`config.mk`:
```
export PLATFORM = sky130hd
export DESIGN_NAME = fifo_wr_arbiter
export DESIGN_NICKNAME = d
export VERILOG_FILES = /design/src/rtl/fifo_wr_arbiter.sv
export SDC_FILE = /design/constraint.sdc
export NUM_CORES = 1
export LEC_CHECK = 0
export BUFFER_PORTS_ARGS = -buffer_cell sky130_fd_sc_hd__buf_4
export CORE_ASPECT_RATIO = 0.9
export CORE_MARGIN = 3
export CORE_UTILIZATION = 35
export DETAILED_ROUTE_END_ITERATION = 16
export MAX_ROUTING_LAYER = met4
export PLACE_DENSITY = 0.88
export SYNTH_ARGS = -nofsm -noshare
export SYNTH_HDL_FRONTEND = slang
export SYNTH_SLANG_ARGS = --single-unit
```
`constraint.sdc`:
```
create_clock -name i_clk -period 2.5 [get_ports i_clk]
set_clock_uncertainty 0.15 [all_clocks]
set_input_delay 0.625 -clock i_clk [delete_from_list [all_inputs] [get_ports i_clk]]
set_output_delay 0.625 -clock i_clk [all_outputs]
set_load 0.02 [all_outputs]
```
`src/rtl/fifo_wr_arbiter.sv`:
```
// rtl/fifo_wr_arbiter.sv - round-robin packet-aware arbiter for a shared FIFO write port
// Optional afull throttle of new grants: FIFO_WR_ARB_AFULL_THROTTLE_EN
module fifo_wr_arbiter #(
    parameter int NUM_REQ   = 4,
    parameter int DATA_W    = 32,
    parameter int MAX_BURST = 16,
    localparam int GID_W    = $clog2(NUM_REQ)
) (
    input  logic                      i_clk,
    input  logic                      i_rst,
    input  logic [NUM_REQ-1:0]        i_req_valid,
    input  logic [NUM_REQ*DATA_W-1:0] i_req_data,
    input  logic [NUM_REQ-1:0]        i_req_last,
    output logic [NUM_REQ-1:0]        o_req_ready,
    output logic                      o_wr_en,
    output logic [DATA_W-1:0]         o_wr_data,
    input  logic                      i_full,
    input  logic                      i_afull,
    output logic [GID_W-1:0]          o_grant_id,
    output logic                      o_busy,
    output logic                      o_burst_trunc
);
    localparam int CNT_W = $clog2(MAX_BURST) + 1;

    typedef enum logic {S_IDLE, S_BURST} state_t;

    state_t             r_state;
    logic [GID_W-1:0]   r_rr_ptr;
    logic [GID_W-1:0]   r_grant_id;
    logic [CNT_W-1:0]   r_beat_cnt;
    logic               r_burst_trunc;

    logic               w_throttle_ok;
    logic               w_grant_ok;
    logic               w_found;
    logic [GID_W-1:0]   w_winner;
    logic               w_beat;

    function automatic logic [GID_W-1:0] rr_idx(input logic [GID_W-1:0] p, input int k);
        return GID_W'((int'(p) + k) % NUM_REQ);
    endfunction

`ifdef FIFO_WR_ARB_AFULL_THROTTLE_EN
    assign w_throttle_ok = !i_afull;
`else
    // afull only reaches this block for wiring; it never gates a grant
    assign w_throttle_ok = 1'b1 | i_afull;
`endif

    assign w_grant_ok = (|i_req_valid) && !i_full && w_throttle_ok;

    always_comb begin
        w_found  = 1'b0;
        w_winner = '0;
        for (int k = 1; k <= NUM_REQ; k++) begin
            if (!w_found && i_req_valid[rr_idx(r_rr_ptr, k)]) begin
                w_found  = 1'b1;
                w_winner = rr_idx(r_rr_ptr, k);
            end
        end
    end

    assign w_beat = (r_state == S_BURST) && i_req_valid[r_grant_id] && !i_full;

    always_comb begin
        o_req_ready = '0;
        if (r_state == S_BURST && !i_full) begin
            o_req_ready[r_grant_id] = 1'b1;
        end
    end

    assign o_wr_en       = w_beat;
    assign o_wr_data     = w_beat ? i_req_data[r_grant_id*DATA_W +: DATA_W] : '0;
    assign o_grant_id    = r_grant_id;
    assign o_busy        = (r_state == S_BURST);
    assign o_burst_trunc = r_burst_trunc;

    always_ff @(posedge i_clk) begin
        if (i_rst) begin
            r_state       <= S_IDLE;
            r_rr_ptr      <= GID_W'(NUM_REQ - 1);
            r_grant_id    <= '0;
            r_beat_cnt    <= '0;
            r_burst_trunc <= 1'b0;
        end else begin
            r_burst_trunc <= 1'b0;
            case (r_state)
                S_IDLE: begin
                    if (w_grant_ok && w_found) begin
                        r_grant_id <= w_winner;
                        r_beat_cnt <= '0;
                        r_state    <= S_BURST;
                    end
                end
                S_BURST: begin
                    if (w_beat) begin
                        r_beat_cnt <= r_beat_cnt + 1'b1;
                        if (i_req_last[r_grant_id]) begin
                            r_state  <= S_IDLE;
                            r_rr_ptr <= r_grant_id;
                        end else if (r_beat_cnt == CNT_W'(MAX_BURST - 1)) begin
                            r_state       <= S_IDLE;
                            r_rr_ptr      <= r_grant_id;
                            r_burst_trunc <= 1'b1;
                        end
                    end
                end
                default: r_state <= S_IDLE;
            endcase
        end
    end
endmodule

```
==> reports/results.ini <==
[global_routing]
overflow = 0
antenna_found_initial = 0
grt_pass1_vias = 2303
track_usage_pct = 27.9
grt_start_max_net_pins = 26
grt_first_pass_wirelength_microns = 11700

[placed_design]
placedInstanceArea_sq_mm = 0.00315
hpwl_microns = 6430
place_ws_ns = -0.0467
gp_congestion = 0.889
portBuffers = 179
dp.cells = 400

[sta]
clock.fmax_mhz = 397
maxSlewHeadroom_pct = 74.6
setup_violations = 24
hold_violations = 0
worst_slack_ns = -0.0211
rsz0062_at_grt = yes
slew_violations = 0
period_minus_slack_ns = 2.52
tightest_slew_ns = 0.371
finalCritPeriodShare_pct = 101

[cells_and_area]
drive_gt1_share_pct = 74.9
layoutNonFillerInstCount = 405
nets = 486
stdcell_area_sq_mm = 0.00347
syn_to_final_growth_pct = 110
diodes = 0

[floorplanning]
core_area_sq_mm = 0.00452
fp.dieW_microns = 78.5
rows = 23
die_y_microns = 71.2
initial_core_util_pct = 36.6
die-area_sq_mm = 0.00559
ioPinCount = 181

[route]
drt-pass1-iter-count = 8
drt-vias-per-instance = 5.66
drc = 0
vias = 2291
drtIter0Drc = 103
wire_per_inst_microns = 20.0
drt-total-wl_microns = 8120
antenna_left = 0

[clock_network]
cts_tree = done
cts.sinks = 11
cts_root_buffer = clkbuf_8
h-tree-depth = 1
cts_buffers = 3
postCtsSetupRepairBufs = 0
path_clk_slew_ns = 0.05
ctsLongestPathBuffers = 2
clock_latency_ns = 0.25

[power_and_ir_drop]
p_leak_nw = 1.63
irDropWorstVdd_v = 0.000365
p_per_area_mw_per_mm2 = 265
p_total_uw = 921

[synth]
syn_area_sq_mm = 0.00165
synthCells = 163
synth_nets = 305
ys_ff_latch = 11
syn_area_per_cell_sq_um = 10.1
ys_seq_area_share_pct = 13.3
ys_types = 31
yosys_warnings = 0

[worst_setup_path]
required_ns = 1.73
critPathArrivalTime_ns = 1.75
endpoint_kind = output pin
start_kind = input pin
path_max_fanout = 25
path_class = in2out

[outcome]
status = complete, but fails checks
violations = negative setup slack

[flow_run]
max_cap_viol_count = 0

[worst_hold_path]
worst_hold_path_type = reg2reg

[placed cells by master (no fill, tap or decap), types with 2 or more instances in the layout]
master	Yosys	layout
nand2_1	9	8
dfxtp_1	11	9
or4_1	2	2
o31a_1	2	2
clkbuf_8	0	3
ha_1	2	2
buf_6	0	38
o21ai_0	7	7
and3_4	0	19
buf_4	1	152
inv_1	9	8
o32ai_1	2	2
mux2i_1	3	3
nor2_1	7	7
and3_1	34	15
mux4_2	34	34
buf_12	0	2
a21oi_1	8	8
nand3_1	2	2
[area by class of cell]
| cell class | count | area, sq um |
|---|---|---|
| multi-input combinational | 125 | 1420 |
| timing repair buffer | 194 | 1660 |
| clock buffer | 3 | 41.3 |
| inverter | 9 | 33.8 |
| fill | 291 | 1050 |
| clock inverter | 1 | 5.00 |
| tap | 62 | 77.6 |
| sequential | 11 | 225 |
[path summary, 6_finish.rpt]
kind / end / from / slack [ns] / cells after the start
setup / recovery: o_wr_data[21] / i_req_valid[3] / -0.02 / 5
hold reg to reg: r_beat_cnt[4]$_SDFFE_PP0P_ / r_beat_cnt[4]$_SDFFE_PP0P_ / 0.32 / 2
setup reg to reg: r_beat_cnt[3]$_SDFFE_PP0P_ / o_grant_id[0]$_SDFFE_PP0P_ / 0.47 / 6
hold / removal: r_beat_cnt[4]$_SDFFE_PP0P_ / r_beat_cnt[4]$_SDFFE_PP0P_ / 0.32 / 2
[what timing repair did]
action | 4_1_cts | 5_1_grt
gates cloned | 0 | 1
hold buffers | 0 | 0
endpoints found under the setup margin | 33 | 33
gates resized for setup | 33 | 28
[registers in the layout (all words and copies together), names as in the netlist]
name / cells
o_burst_trunc: 1
o_busy: 1
o_grant_id: 2
r_beat_cnt: 5
r_rr_ptr: 2
[critical path, cell delays in order]
cell	delay, ns
buf_6	0.09
mux4_2	0.52
buf_12	0.19
and3_1	0.18
buf_6	0.13
[routing by layer]
metal	vias up	global-route usage, %	wire length (microns)
met1	1107	30.3	2840
met4	0	6.99	213
met3	28	5.15	649
met5	-	-	0
li1	1014	-	-
met2	142	52.5	4410
[per-stage QoR]
step                      utilization, %  TNS, ns  hold WS [ns]
after detailed placement            69.6    -1.06         0.314
after CTS                           73.6   -0.789         0.316
after global routing                76.8   -0.701         0.351
after floorplan                        -   -0.362         0.290
final                               76.8   -0.247         0.316
after global placement              69.6   -0.678         0.299
[power breakdown]
group          internal, mW  total, mW  switching [mW]  leakage (nW)
logic                 0.344      0.544           0.200          1.51
registers             0.181      0.190         0.00882        0.0906
clock network         0.110      0.186          0.0758        0.0255
total                 0.636      0.921           0.285          1.63
[synth_stat cells]
cell type,n,area share (%)
a211o_1,1,0.53
a21boi_1,1,0.45
a21oi_1,8,2.4
and2_1,1,0.38
and3_1,34,13
buf_1,1,0.23
buf_2,4,1.2
buf_4,1,0.45
clkbuf_1,12,2.7
dfxtp_1,11,13
ha_1,2,1.5
inv_1,9,2.0
mux2_2,1,0.68
mux2i_1,3,1.8
mux4_2,34,46
nand2_1,9,2.0
nand2b_1,1,0.38
nand3_1,2,0.61
nor2_1,7,1.6
nor2b_1,1,0.38
nor3_1,1,0.30
nor3b_1,1,0.45
nor4_1,1,0.38
nor4b_1,1,0.53
o211ai_1,1,0.45
o21ai_0,7,2.1
o22ai_1,1,0.38
o31a_1,2,1.1
o31ai_1,1,0.45
o32ai_1,2,1.1
or4_1,2,0.91
[logic make-up after synthesis]
group / Yosys count / synth area share (%)
buffers and inverters: 27 / 6.66
AOI/OAI and AO/OA: 24 / 8.93
and+or+nand+nor: 61 / 20.8
muxes: 38 / 48.8
adders and majority gates: 2 / 1.51
DFF: 11 / 13.3
No activity file was read; power rests on OpenSTA's default activity.
